### src/rtl/lcd_char_writer.sv
// HD44780 16x2 character writer in 8-bit mode: power-up init, E-strobe timing, cursor wrap, clear.
// Build option LCD_DEDUP_EN: an accepted character equal to the last written data byte is dropped.
module lcd_char_writer #(
  parameter int unsigned POWERUP_CYC  = 750000,
  parameter int unsigned SETUP_CYC    = 4,
  parameter int unsigned E_PULSE_CYC  = 25,
  parameter int unsigned CMD_WAIT_CYC = 2500,
  parameter int unsigned CLR_WAIT_CYC = 100000
) (
  input  logic       clk,
  input  logic       reset,
  input  logic [7:0] char_in,
  input  logic       char_valid,
  input  logic       clr,
  output logic       char_ready,
  output logic       init_done,
  output logic       cursor_line,
  output logic [3:0] cursor_col,
  output logic       lcd_e,
  output logic       lcd_rs,
  output logic       lcd_rw,
  output logic [7:0] lcd_data
);

  localparam int unsigned MAX_A   = (POWERUP_CYC > CLR_WAIT_CYC) ? POWERUP_CYC : CLR_WAIT_CYC;
  localparam int unsigned MAX_B   = (CMD_WAIT_CYC > E_PULSE_CYC) ? CMD_WAIT_CYC : E_PULSE_CYC;
  localparam int unsigned MAX_C   = (MAX_B > SETUP_CYC) ? MAX_B : SETUP_CYC;
  localparam int unsigned MAX_CYC = (MAX_A > MAX_C) ? MAX_A : MAX_C;
  localparam int          CNT_W   = $clog2(MAX_CYC + 1);

  localparam logic [CNT_W-1:0] PWR_LAST   = CNT_W'(POWERUP_CYC - 1);
  localparam logic [CNT_W-1:0] SETUP_LAST = CNT_W'(SETUP_CYC - 1);
  localparam logic [CNT_W-1:0] PULSE_LAST = CNT_W'(E_PULSE_CYC - 1);
  localparam logic [CNT_W-1:0] CMD_LAST   = CNT_W'(CMD_WAIT_CYC - 1);
  localparam logic [CNT_W-1:0] CLR_LAST   = CNT_W'(CLR_WAIT_CYC - 1);

  typedef enum logic [2:0] {
    PWR_WAIT, INIT, IDLE, XFER_SETUP, XFER_PULSE, XFER_WAIT, WRAP
  } state_t;

  function automatic logic [7:0] init_cmd(input logic [1:0] idx);
    case (idx)
      2'd0:    return 8'h38;
      2'd1:    return 8'h0C;
      2'd2:    return 8'h06;
      default: return 8'h01;
    endcase
  endfunction

  state_t           state_q, state_d;
  state_t           ret_q, ret_d;
  logic [CNT_W-1:0] cnt_q, cnt_d;
  logic [1:0]       idx_q, idx_d;
  logic             init_done_q, init_done_d;
  logic             line_q, line_d;
  logic [3:0]       col_q, col_d;
  logic             e_q, e_d;
  logic             rs_q, rs_d;
  logic [7:0]       data_q, data_d;

  logic             issue;
  logic             issue_rs;
  logic [7:0]       issue_data;
  state_t           issue_ret;
  logic [CNT_W-1:0] wait_last;
  logic             is_nl;
  logic [7:0]       mapped;
  logic             dup;

  assign is_nl  = (char_in == 8'h0A);
  assign mapped = (char_in < 8'h20 || char_in > 8'h7E) ? 8'h20 : char_in;

`ifdef LCD_DEDUP_EN
  logic [7:0] last_q, last_d;
  logic       last_vld_q, last_vld_d;

  always_comb begin
    last_d     = last_q;
    last_vld_d = last_vld_q;
    if (state_q == IDLE) begin
      if (clr) begin
        last_vld_d = 1'b0;
      end else if (char_valid && !is_nl) begin
        last_d     = mapped;
        last_vld_d = 1'b1;
      end
    end
  end

  always_ff @(posedge clk or posedge reset) begin
    if (reset) begin
      last_q     <= '0;
      last_vld_q <= 1'b0;
    end else begin
      last_q     <= last_d;
      last_vld_q <= last_vld_d;
    end
  end

  assign dup = last_vld_q && (last_q == mapped);
`else
  assign dup = 1'b0;
`endif

  // Handshake: char_in is consumed on a rising clk edge where char_valid && char_ready.
  assign char_ready  = (state_q == IDLE) && !clr;
  assign init_done   = init_done_q;
  assign cursor_line = line_q;
  assign cursor_col  = col_q;
  assign lcd_e       = e_q;
  assign lcd_rs      = rs_q;
  assign lcd_rw      = 1'b0;
  assign lcd_data    = data_q;

  always_comb begin
    state_d     = state_q;
    ret_d       = ret_q;
    cnt_d       = cnt_q;
    idx_d       = idx_q;
    init_done_d = init_done_q;
    line_d      = line_q;
    col_d       = col_q;
    e_d         = e_q;
    rs_d        = rs_q;
    data_d      = data_q;
    issue       = 1'b0;
    issue_rs    = 1'b0;
    issue_data  = '0;
    issue_ret   = IDLE;
    // The clear command needs the long settle time, whoever issued it.
    wait_last   = (!rs_q && data_q == 8'h01) ? CLR_LAST : CMD_LAST;

    case (state_q)
      PWR_WAIT: begin
        if (cnt_q == PWR_LAST) begin
          issue      = 1'b1;
          issue_data = init_cmd(idx_q);
          issue_ret  = INIT;
        end else begin
          cnt_d = cnt_q + 1'b1;
        end
      end
      INIT: begin
        issue      = 1'b1;
        issue_data = init_cmd(idx_q);
        issue_ret  = INIT;
      end
      IDLE: begin
        if (clr) begin
          issue      = 1'b1;
          issue_data = 8'h01;
          line_d     = 1'b0;
          col_d      = '0;
        end else if (char_valid) begin
          if (is_nl) begin
            issue      = 1'b1;
            issue_data = line_q ? 8'h80 : 8'hC0;
            line_d     = ~line_q;
            col_d      = '0;
          end else if (!dup) begin
            issue      = 1'b1;
            issue_rs   = 1'b1;
            issue_data = mapped;
            col_d      = col_q + 1'b1;
            issue_ret  = (col_q == 4'hF) ? WRAP : IDLE;
          end
        end
      end
      XFER_SETUP: begin
        if (cnt_q == SETUP_LAST) begin
          cnt_d   = '0;
          e_d     = 1'b1;
          state_d = XFER_PULSE;
        end else begin
          cnt_d = cnt_q + 1'b1;
        end
      end
      XFER_PULSE: begin
        if (cnt_q == PULSE_LAST) begin
          cnt_d   = '0;
          e_d     = 1'b0;
          state_d = XFER_WAIT;
        end else begin
          cnt_d = cnt_q + 1'b1;
        end
      end
      XFER_WAIT: begin
        if (cnt_q == wait_last) begin
          cnt_d = '0;
          case (ret_q)
            INIT: begin
              // Init commands run back to back; the last one hands over to IDLE.
              if (idx_q == 2'd3) begin
                state_d     = IDLE;
                init_done_d = 1'b1;
                line_d      = 1'b0;
                col_d       = '0;
              end else begin
                idx_d      = idx_q + 2'd1;
                issue      = 1'b1;
                issue_data = init_cmd(idx_q + 2'd1);
                issue_ret  = INIT;
              end
            end
            WRAP:    state_d = WRAP;
            default: state_d = IDLE;
          endcase
        end else begin
          cnt_d = cnt_q + 1'b1;
        end
      end
      WRAP: begin
        issue      = 1'b1;
        issue_data = line_q ? 8'h80 : 8'hC0;
        line_d     = ~line_q;
        col_d      = '0;
      end
      default: state_d = PWR_WAIT;
    endcase

    if (issue) begin
      state_d = XFER_SETUP;
      ret_d   = issue_ret;
      cnt_d   = '0;
      rs_d    = issue_rs;
      data_d  = issue_data;
    end
  end

  always_ff @(posedge clk or posedge reset) begin
    if (reset) begin
      state_q     <= PWR_WAIT;
      ret_q       <= IDLE;
      cnt_q       <= '0;
      idx_q       <= '0;
      init_done_q <= 1'b0;
      line_q      <= 1'b0;
      col_q       <= '0;
      e_q         <= 1'b0;
      rs_q        <= 1'b0;
      data_q      <= '0;
    end else begin
      state_q     <= state_d;
      ret_q       <= ret_d;
      cnt_q       <= cnt_d;
      idx_q       <= idx_d;
      init_done_q <= init_done_d;
      line_q      <= line_d;
      col_q       <= col_d;
      e_q         <= e_d;
      rs_q        <= rs_d;
      data_q      <= data_d;
    end
  end

endmodule

### config.mk
export PLATFORM = sky130hd
export DESIGN_NAME = lcd_char_writer
export DESIGN_NICKNAME = d
export VERILOG_FILES = /design/src/rtl/lcd_char_writer.sv
export SDC_FILE = /design/constraint.sdc
export NUM_CORES = 1
export LEC_CHECK = 0
export ABC_CLOCK_PERIOD_IN_PS = 5900
export BUFFER_PORTS_ARGS = -buffer_cell sky130_fd_sc_hd__buf_2
export CAP_MARGIN = 20
export CORE_ASPECT_RATIO = 0.9
export CORE_MARGIN = 2
export CORE_UTILIZATION = 40
export CTS_BUF_LIST = sky130_fd_sc_hd__clkbuf_8
export DETAILED_ROUTE_END_ITERATION = 10
export PLACE_DENSITY = 0.7
export SYNTH_ARGS = -nofsm -noshare
export SYNTH_HDL_FRONTEND = slang
export SYNTH_SLANG_ARGS = --single-unit
### constraint.sdc
create_clock -name clk -period 5.9 [get_ports clk]
set_input_delay 0.295 -clock clk [delete_from_list [all_inputs] [get_ports clk]]
set_output_delay 0.295 -clock clk [all_outputs]
set_load 0.01 [all_outputs]
After elaboration in Yosys (flattened, before gate mapping)
Index checks and enable logic that the tools add are counted.
Word-level totals
  memories: 0
  input bits: 12
  flip-flop bits (word level): 44
  RAM bits: 0
  latch bits: 0
  output and inout port bits: 18
  logic and storage cells: 133
  ROM bits: 0
Cells by class
  magnitude comparators: 2
  equal/unequal tests: 33
  reductions and logical operators: 20
  multiply operators: 0
  divide/modulo/power cells: 0
  add/subtract/negate cells: 3
  shifts and indexed selects: 0
  muxes and demuxes: 63
  bitwise gates (word level): 2
Operators by type and width (number)
  two-way mux 20 bit: 5
  case mux 20 bit (4 select lines): 1
  case mux 8 bit (5 select lines): 1
  case mux 6 bit (3 select lines): 2
  two-way mux 8 bit: 4
  two-way mux 3 bit: 9
  two-way mux 4 bit: 6
  two-way mux 6 bit: 4
  case mux 3 bit (4 select lines): 2
  adder 20 x 1 -> 20 bit, second input constant: 1
  == test 20 x 17 -> 1 bit: 1
  == test 20 x 2 -> 1 bit, second input constant: 1
  == test 20 bit, second input constant: 1
  == test 20 x 5 -> 1 bit, second input constant: 1
  two-way mux 1 bit: 18
  != test 3 bit, second input constant: 6
  two-way mux 17 bit: 1
  == test 3 bit, second input constant: 4
  case mux 4 bit (3 select lines): 1
  AND reduction 5 bit: 2
  == test 8 x 1 -> 1 bit, second input constant: 1
  == test 8 x 4 -> 1 bit, second input constant: 1
  > comparator 8 x 7 -> 1 bit, second input constant: 1
  less-than comparator 8 x 6 -> 1 bit, second input constant: 1
  31 further kinds: 48

Depth between registers and ports, before layout
  depth in word-level cells: 8
  depth in mapped cells: 10
  depth with buffers taken out: 8

Worst setup path before layout
OpenSTA, ideal clock, no wires.
  kind: register -> register
  start point: register cnt_q[8]
  end point: register cnt_q[1]
  arrival: 2.224 ns
  period minus slack after synthesis: 2.370 ns
  required time: 5.755 ns
  library setup time: 0.145 ns
  path slack: 3.530 ns
  buffers on the path: 0
  stages on the path, launching flop included: 7
  path through: dfrtp_1 or3_1 or4_4 mux2i_4 a31oi_2 o21ai_0 o32ai_1
Between the ends
  cells in the longest elaborated chain, start to end: 5
  elaborated cells on any way between the ends: 15
  classes of those cells: eq/ne (5); mux (8); reduce/logical (2)
RTL lines
  start, declared: RTL line 52  | logic [CNT_W-1:0] cnt_q, cnt_d;
  start signal, assigned: RTL line 245  | cnt_q <= cnt_d;
  == test 20 x 17 -> 1 bit / == test 20 bit (equally long branches): RTL line 188, 135
  two-way mux 1 bit (on tied branches): RTL line 188, 135
  case mux 1 bit (4 select lines): RTL line 133  | case (state_q)
  != test 3 bit (no source line) / nonzero test 5 bit (equally long branches)
  AND reduction 2 bit (no source line)
Several ways; a longest one is shown, not always the timed one.
A chain may end at the register's enable or synchronous reset.

Worst setup path in the final report
  start point: register cnt_q[0]
  end point: register ret_q[1]
Between the ends
  cells in the longest elaborated chain, start to end: 3
  elaborated cells on any way between the ends: 8
  classes of those cells: eq/ne (2); mux (6)
RTL lines
  == test 20 x 17 -> 1 bit / == test 20 bit (equally long branches): RTL line 188, 135
  two-way mux 2 bit (tied with other cells): RTL line 188  | if (cnt_q == wait_last) begin
  case mux 3 bit (4 select lines) / case mux 1 bit (4 select lines) (equally long branches): RTL line 133
  end signal, assigned: RTL line 244  | ret_q <= ret_d;
  end, declared: RTL line 51  | state_t ret_q, ret_d;
Several ways; a longest one is shown, not always the timed one.

==> run metrics <==
synth-to-layout area growth=10.1%; area leader, netlist=dfrtp_1; largest net degree at the start of global routing=45; Final Routed Wirelength=around 7600 um; share of the synthesized area in the top cell type=35.8%; count leader, synth=dfrtp_1; Slew headroom=a little over a third; post-CTS sizing=0; RePlAce Congestion=around 0.92; final hold vios=0; Yosys reg bits=44; Final Cell Area=around 3300 sq um; minimum clock period=3.05 ns; leakage power=roughly 1.4 nW; worst-path fanout max=24; DP Area=3200 sq um; # DRC=0; ys async rst share=100%; CP arrival=3.30 ns; initial antenna violation count=0; Post-Syn Nets=between 300 and 400; clock buffer depth=2; Cell variety after synth=about 60; worst slew pin tran=between 0.9 and 1 ns; XOR/XNOR Fraction of Synth Area=2.91%; status=completed; Die W=95.4 um; share of cells above drive strength 1=between 15 and 20%; Post-DRT Antenna Nets=0; TritonCTS Buffers=5; Post-layout nets=388; filler instances=705; Crit. End Element=flip-flop; # Max-Cap Violations=0; Crit path required time=6.15 ns; core footprint=7180 sq um; startpoint types=flip-flop; most instantiated cells after synthesis=dfrtp_1, nand2_1, nor2_1, nand3_1, nor3_1; total placed cells including tap cells=447; Via Count=between 2,000 and 3,000; combinational family with the most area after synthesis=simple AND/OR/NAND/NOR gates; dpl ws=2.86 ns; first-pass GRT wire length=13,000 um; Post-Syn Area per Cell=8.87 sq um; Final HPWL DP=around 5600 um; Setup TNS=0 ns; Setup Buffers After CTS=0; Comb pwr share=2.7%; compound-cell area share of the yosys netlist=20.5%; antenna cells=0; clock latency on the worst-skew pair=0.31 ns; Max Freq=0.328 GHz; PwrDens=166 nW/um^2; mux contribution to synthesized area=3.29%; clock root cell=clkbuf_8; Die Ht=~86 um; Max Slew Vio Count=0; crit path kind=reg2reg; Gate Count Post-Synth=between 300 and 400; ys flop type=dfrtp_1; Clock transition at path regs=0.09 ns; Avg WL per Cell=between 15 and 20 um; Worst Slack Setup Final=2.85 ns; Seq pwr share=54.8%; port buffer count=28; first-pass detailed-route iteration total=6; cell area after synthesis=about 3000 sq um; Initial Util=41.9%; overall power=between 0.0005 and 0.0006 W; Setup Viol. Count Final=0; Row Count=29; GRT overflow=0; unrepaired setup endpoints after global routing=no; H-tree depth=2; skew final=0.0125 ns; CTS tree=yes; number of synthesized flops with an enable pin=0; post-synthesis simple-gate area fraction=26.4%; number of global-route vias before repair=2,539; sw power=0.000119 W; Seq/Total Area, Yosys=a little over a third; I/O pin cnt=30; dominant cells by area after synthesis=dfrtp_1, ha_1, nand2_1, nand3_1, nor3_1; post-route clock period utilization=51.7%; sw frac=a little over a fifth; Worst Hold Class=in2async; synth warn=0; Sinks on Clock Net=44; post-synthesis adder-cell area fraction=approximately 6.2%; Max VDD drop=109 uV; Total GRT Usage=20.1%; Initial DRC Count=roughly 230; clock network power share=approximately 43%; hold buffer count at CTS=0; R2R setup slack=2.85 ns; final std cells w/o fill=455; P_int=about 0.00043 W; die area=8230 sq um; vias per inst=6.13
## cell type report
| class | instances | area, sq um | share of cell area (%) |
|---|---|---|---|
| clock inverter | 3 | 42.5 | 1.28 |
| tap | 93 | 116 | 3.51 |
| clock buffer | 5 | 68.8 | 2.08 |
| sequential | 44 | 1100 | 33.3 |
| inverter | 14 | 52.6 | 1.59 |
| multi-input combinational | 268 | 1790 | 54.0 |
| timing repair buffer | 28 | 140 | 4.23 |
## state kept, by name (all words and copies together), names as in the netlist
signal       cells
lcd_rs           1
state_q          3
init_done        1
ret_q            3
lcd_e            1
lcd_data         8
cnt_q           20
cursor_line      1
idx_q            2
cursor_col       4
## metrics by stage
step	util [%]	hold WS, ns
floorplan	-	0.473
CTS	46.1	0.224
global route	46.1	0.274
global placement	44.5	0.462
finish	46.1	0.181
detailed placement	44.5	0.463
## critical path, cell delays in order (launching register included)
cell     delay (ns)
dfrtp_1        0.46
ha_1           0.34
nand3_1        0.19
nor4_2         0.43
a41o_1         0.37
a21oi_2        0.13
nand2_1        0.67
mux2_2         0.41
## layout by cell type (no fill, tap or decap), types with 9 or more instances in the layout
master    Yosys  routed
a21oi_1       9       9
a22o_1        9       9
buf_2         4      28
dfrtp_1      43      43
ha_1         15      15
inv_1        14      13
nand2_1      36      36
nand3_1      18      18
nor2_1       22      22
nor3_1       17      17
o211ai_1      9       9
o21ai_0      15      15
o31ai_1      10      10
xor2_1        9       9
## power groups by stage
stage / combinational [W] / sequential (W) / clock, W
6_report: 0.0000149 / 0.000301 / 0.000233
5_1_grt: 0.0000175 / 0.000301 / 0.000254
4_1_cts: 0.0000153 / 0.000301 / 0.000238
3_5_place_dp: 0.0000152 / 0.000307 / 0
3_3_place_gp: 0.0000151 / 0.000307 / 0
2_1_floorplan: 0.00000748 / 0.000307 / 0
## cells by family after synthesis
group | Yosys count
compound gates | 85
xor+xnor | 10
fa+ha+maj | 15
simple gates | 149
mux | 8
other cells | 1
buf+inv | 27
flops | 44
## final timing paths
path | startpoint | end | depth (start not counted)
setup / recovery | cnt_q[0]$_DFFE_PP0P_ | ret_q[1]$_DFFE_PP1N_ | 7
hold / removal | reset | cursor_col[1]$_DFFE_PP0P_ | 2
setup reg to reg | cnt_q[0]$_DFFE_PP0P_ | ret_q[1]$_DFFE_PP1N_ | 7
hold reg to reg | init_done$_DFFE_PP0P_ | init_done$_DFFE_PP0P_ | 1
max in group asynchronous | reset | ret_q[0]$_DFFE_PP0N_ | 2
min in group clk | clr | cursor_col[1]$_DFFE_PP0P_ | 3
## per-layer routing
layer	up-vias	wire length, um	GRT usage [%]	share of wire (%)
li1	1319	-	-	-
met1	1367	3840	31.5	51
met3	10	397	3.30	5.2
met2	93	3280	28.2	43
met4	0	91	5.97	1.2
met5	-	0	0	0
Power figures use the tool's default switching activity.
